--- src/rtl/serial_transmitter.sv ---
// Parallel-to-serial transmit stage: a one-deep holding register feeds a
// start/data/parity/stop framer clocked by an internal bit-time divider.
module serial_transmitter #(
    parameter int CLKS_PER_BIT = 16,
    parameter int STOP_BITS    = 1,
    parameter int PARITY       = 0
) (
    input  logic       clk,
    input  logic       rst_n,
    input  logic [7:0] tx_data,
    input  logic       tx_valid,
    output logic       tx_ready,
    output logic       txd,
    output logic       tx_busy
);

    localparam int DIV_W = (CLKS_PER_BIT > 2) ? $clog2(CLKS_PER_BIT) : 1;
    localparam logic [DIV_W-1:0] DIV_LAST  = DIV_W'(CLKS_PER_BIT - 1);
    localparam logic [2:0]       STOP_LAST = 3'(STOP_BITS - 1);

    typedef enum logic [2:0] {
        ST_IDLE,
        ST_START,
        ST_DATA,
        ST_PAR,
        ST_STOP
    } state_t;

    state_t           state, state_nx;
    logic [DIV_W-1:0] div, div_nx;
    logic [2:0]       cnt, cnt_nx;
    logic [7:0]       shift, shift_nx;
    logic [7:0]       hold, hold_nx;
    logic             hold_full, hold_full_nx;
    logic             par_bit, par_bit_nx;
    logic             txd_nx, ready_nx, busy_nx;
    logic             wrap, load, accept;

    always_ff @(posedge clk or negedge rst_n) begin
        if (!rst_n) begin
            state     <= ST_IDLE;
            div       <= '0;
            cnt       <= '0;
            shift     <= '0;
            hold      <= '0;
            hold_full <= 1'b0;
            par_bit   <= 1'b0;
            txd       <= 1'b1;
            tx_ready  <= 1'b1;
            tx_busy   <= 1'b0;
        end else begin
            state     <= state_nx;
            div       <= div_nx;
            cnt       <= cnt_nx;
            shift     <= shift_nx;
            hold      <= hold_nx;
            hold_full <= hold_full_nx;
            par_bit   <= par_bit_nx;
            txd       <= txd_nx;
            tx_ready  <= ready_nx;
            tx_busy   <= busy_nx;
        end
    end

    // tx_ready mirrors !hold_full, so an accept never coincides with a load
    always_comb begin
        state_nx     = state;
        div_nx       = div;
        cnt_nx       = cnt;
        shift_nx     = shift;
        hold_nx      = hold;
        hold_full_nx = hold_full;
        par_bit_nx   = par_bit;
        load         = 1'b0;
        wrap         = (div == DIV_LAST);
        accept       = tx_valid && tx_ready;

        if (state != ST_IDLE) begin
            div_nx = wrap ? '0 : div + DIV_W'(1);
        end

        case (state)
            ST_IDLE: begin
                if (hold_full) load = 1'b1;
            end
            ST_START: begin
                if (wrap) begin
                    state_nx = ST_DATA;
                    cnt_nx   = '0;
                end
            end
            ST_DATA: begin
                if (wrap) begin
                    shift_nx = shift >> 1;
                    if (cnt == 3'd7) begin
                        cnt_nx   = '0;
                        state_nx = (PARITY != 0) ? ST_PAR : ST_STOP;
                    end else begin
                        cnt_nx = cnt + 3'd1;
                    end
                end
            end
            ST_PAR: begin
                if (wrap) begin
                    state_nx = ST_STOP;
                    cnt_nx   = '0;
                end
            end
            ST_STOP: begin
                if (wrap) begin
                    if (cnt == STOP_LAST) begin
                        cnt_nx = '0;
                        if (hold_full) load = 1'b1;
                        else           state_nx = ST_IDLE;
                    end else begin
                        cnt_nx = cnt + 3'd1;
                    end
                end
            end
            default: state_nx = ST_IDLE;
        endcase

        if (load) begin
            shift_nx     = hold;
            par_bit_nx   = (^hold) ^ (PARITY == 2);
            hold_full_nx = 1'b0;
            state_nx     = ST_START;
            div_nx       = '0;
            cnt_nx       = '0;
        end

        if (accept) begin
            hold_nx      = tx_data;
            hold_full_nx = 1'b1;
        end
    end

    // outputs are precomputed from next-state values so they leave flops
    always_comb begin
        txd_nx = 1'b1;
        case (state_nx)
            ST_IDLE:  txd_nx = 1'b1;
            ST_START: txd_nx = 1'b0;
            ST_DATA:  txd_nx = shift_nx[0];
            ST_PAR:   txd_nx = par_bit_nx;
            ST_STOP:  txd_nx = 1'b1;
            default:  txd_nx = 1'b1;
        endcase
        ready_nx = !hold_full_nx;
        busy_nx  = (state_nx != ST_IDLE) || hold_full_nx;
    end

endmodule

--- config.mk ---
export PLATFORM = sky130hd
export DESIGN_NAME = serial_transmitter
export DESIGN_NICKNAME = d
export VERILOG_FILES = /design/src/rtl/serial_transmitter.sv
export SDC_FILE = /design/constraint.sdc
export NUM_CORES = 1
export LEC_CHECK = 0
export BUFFER_PORTS_ARGS = -buffer_cell sky130_fd_sc_hd__buf_4
export CAP_MARGIN = 20
export CORE_MARGIN = 2
export CORE_UTILIZATION = 48
export CTS_CLUSTER_DIAMETER = 50
export DETAILED_ROUTE_END_ITERATION = 8
export GPL_TIMING_DRIVEN = 0
export PLACE_DENSITY = 0.75
export SYNTH_ARGS = -nofsm -noshare
export SYNTH_HDL_FRONTEND = slang
export SYNTH_SLANG_ARGS = --single-unit
--- constraint.sdc ---
create_clock -name clk -period 3.7 [get_ports clk]
set_input_delay 0.37 -clock clk [delete_from_list [all_inputs] [get_ports clk]]
set_output_delay 0.37 -clock clk [all_outputs]
set_load 0.05 [all_outputs]
==> results.ini <==
[outcome]
status=finished clean

[worst_hold_path]
hold_class=in -> reg
min_to=hold[4]$_DFFE_PN0P_
worstHoldStart=tx_data[4]
min_path_cells=2

[yosys]
synth_commonest_cells=dfrtp_1, o21ai_0, and2_1, mux2_2
synth.most_common_cell=dfrtp_1
syn-num-nets=150
yosysTopAreaCell=dfrtp_1
synth_top_area_share_pct=46.1
synth.avg_cell_area_um2=11.7
synth_edf_count=0
synth_seq_cells=31
synth.distinct_cells=42
synth_area_mm2=0.00157
yosys_most_used_dff=dfrtp_1
synthCells=135
ys_seq_area_share_pct=49.4
synth.area.top_cells=dfrtp_1, mux2_2, a221o_1
ys_warn_count=0
async_flop_share_pct=100

[layout]
final_area_mm2=0.00180
area_growth_pct=14.1
layoutNonFillerInstCount=201
drive_above_1_share_pct=27.4
num_antenna_cells=0
nets=171
utilization_pct=58.4

[global_routing]
grt_pass1_vias=1140
grt_usage_pct=19.6
antenna_found_initial=0
grt_pass1_wl_mm=5.22
grt_start_max_net_pins=32
gr-total-overflow=0

[sta]
worst_slack_ns=1.68
rsz0062_at_grt=false
slew_violations=0
slew_headroom_pct=73.8
setup_violations=0
finalCritPeriodShare_pct=54.5
worstMarginPinSlew_ns=0.391
fin_hold_ws_ns=0.254
setup-tns-final_ns=0
fmax_mhz=496
fin_skew_ns=0.0130
period_needed_ns=2.02
hold_violations=0

[clock_network]
cts_tree=yes
cts_buffers=5
cts_htree_levels=2
worstSkewPairLatency_ns=0.34
clockRootBuffer=clkbuf_4
clock-sinks=31
cts_max_path_buffers=2
cts.clk_slew.worst_paths_ns=0.10

[placement]
place_congestion=0.829
numPlacedInstances=192
hpwlAfterDp_mm=2.18
portBuffers=13
preCtsSetupSlack_ns=1.69
placed_cell_area_mm2=0.00173

[die]
std_cell_rows=20
initial_core_util_pct=51.1
fp.dieH_um=61.3
dieArea_mm2=0.00375
die_x_um=61.3
core-area_mm2=0.00308
ios=14

[critical_path]
setup.worst_path.class=reg -> reg
startpoint_type=flip-flop
r2r_start=div[0]$_DFFE_PN0P_
path_max_fanout=9
setup.worst_path.end_class=flip-flop
crit_required_ns=3.91
cp.arrival_ns=2.23
crit_start=div[0]$_DFFE_PN0P_
reg2reg_slack_ns=1.68
r2r_cells=5
timing.rr.end=shift[0]$_DFF_PN0_

[drt]
dr_total_vias=1124
wl_per_cell_um=15.3
dr.first_iter.drc_count=27
ant_nets=0
viasPerCell=5.59
route.detailed.drc=0
wl_mm=3.07
firstDrtPassIters=4

[power]
ir_worst_vdd_mv=0.289
power.total_uw=768
powerDensity_mw_per_mm2=427
leakagePower_nw=0.795

[job]
maxCapViolations=0

## cell type report
class / instances / area, um^2
buffer: 3 / 27.5
clock buffer: 7 / 55.1
clock inverter: 1 / 5.00
fill: 261 / 1280
inverter: 4 / 15.0
multi-input combinational: 97 / 753
sequential: 31 / 778
tap: 44 / 55.1
timing repair buffer: 14 / 108
## critical path, cell delays in order, from the launching register on
cell and delay, ns:
dfrtp_1 0.42, ha_1 0.24, nand3_2 0.18, nor3_4 0.40, mux2_4 0.36, mux2_1 0.30
## sequential cells by signal (all words and copies together), names as in the netlist
signal,count
tx_busy,1
cnt,3
tx_ready,1
hold_full,1
div,4
txd,1
par_bit,1
shift,8
state,3
hold,8
## layer usage
| layer | vias up | global-route usage, % | routed length, um | share of wire [%] |
|---|---|---|---|---|
| li1 | 535 | - | - | - |
| met4 | 0 | 10.2 | 67 | 2.2 |
| met3 | 7 | 3.78 | 109 | 3.6 |
| met5 | - | 0 | 0 | 0 |
| met1 | 558 | 25.0 | 1370 | 45 |
| met2 | 24 | 31.8 | 1520 | 50 |
## cells by family after synthesis
kind of cell               share of synthesized area [%]
and+or+nand+nor                                     14.6
DFF                                                 49.4
AOI/OAI and AO/OA                                   16.9
muxes                                               8.74
adders and majority gates                           3.18
buffers and inverters                               2.70
xor gates and xnor gates                            4.45
## report_power, final
part	switching, mW	total [mW]	internal, mW	leakage [nW]
Clock	0.118	0.210	0.0920	0.0353
Combinational	0.0581	0.151	0.0930	0.371
Sequential	0.0334	0.407	0.373	0.389
Total	0.210	0.768	0.558	0.795
## timing repair
action / in CTS / in global routing
hold endpoints to repair: 29 / 0
hold buffers: 1 / 0
gates resized for setup: 0 / 0
setup buffers: 0 / 0
## worst max-delay path by stage
stage,to,cells after the start
detailed placement,shift[0]$_DFF_PN0_,5
floorplan,shift[0]$_DFF_PN0_,5
global route,shift[0]$_DFF_PN0_,5
CTS,shift[0]$_DFF_PN0_,5
finish,shift[0]$_DFF_PN0_,5
global placement,shift[0]$_DFF_PN0_,5
## cells in the final DEF (no fill, tap or decap), drive strengths merged, types with 6 or more instances in the layout
| master | instances |
|---|---|
| dfrtp | 29 |
| xnor2 | 7 |
| and2 | 8 |
| buf | 16 |
| o21ai | 11 |
| nand2 | 6 |
| nand3 | 6 |
| clkbuf | 7 |
| nor2 | 7 |
| mux2 | 11 |
| a221o | 7 |
(Power assumes the default switching activity.)
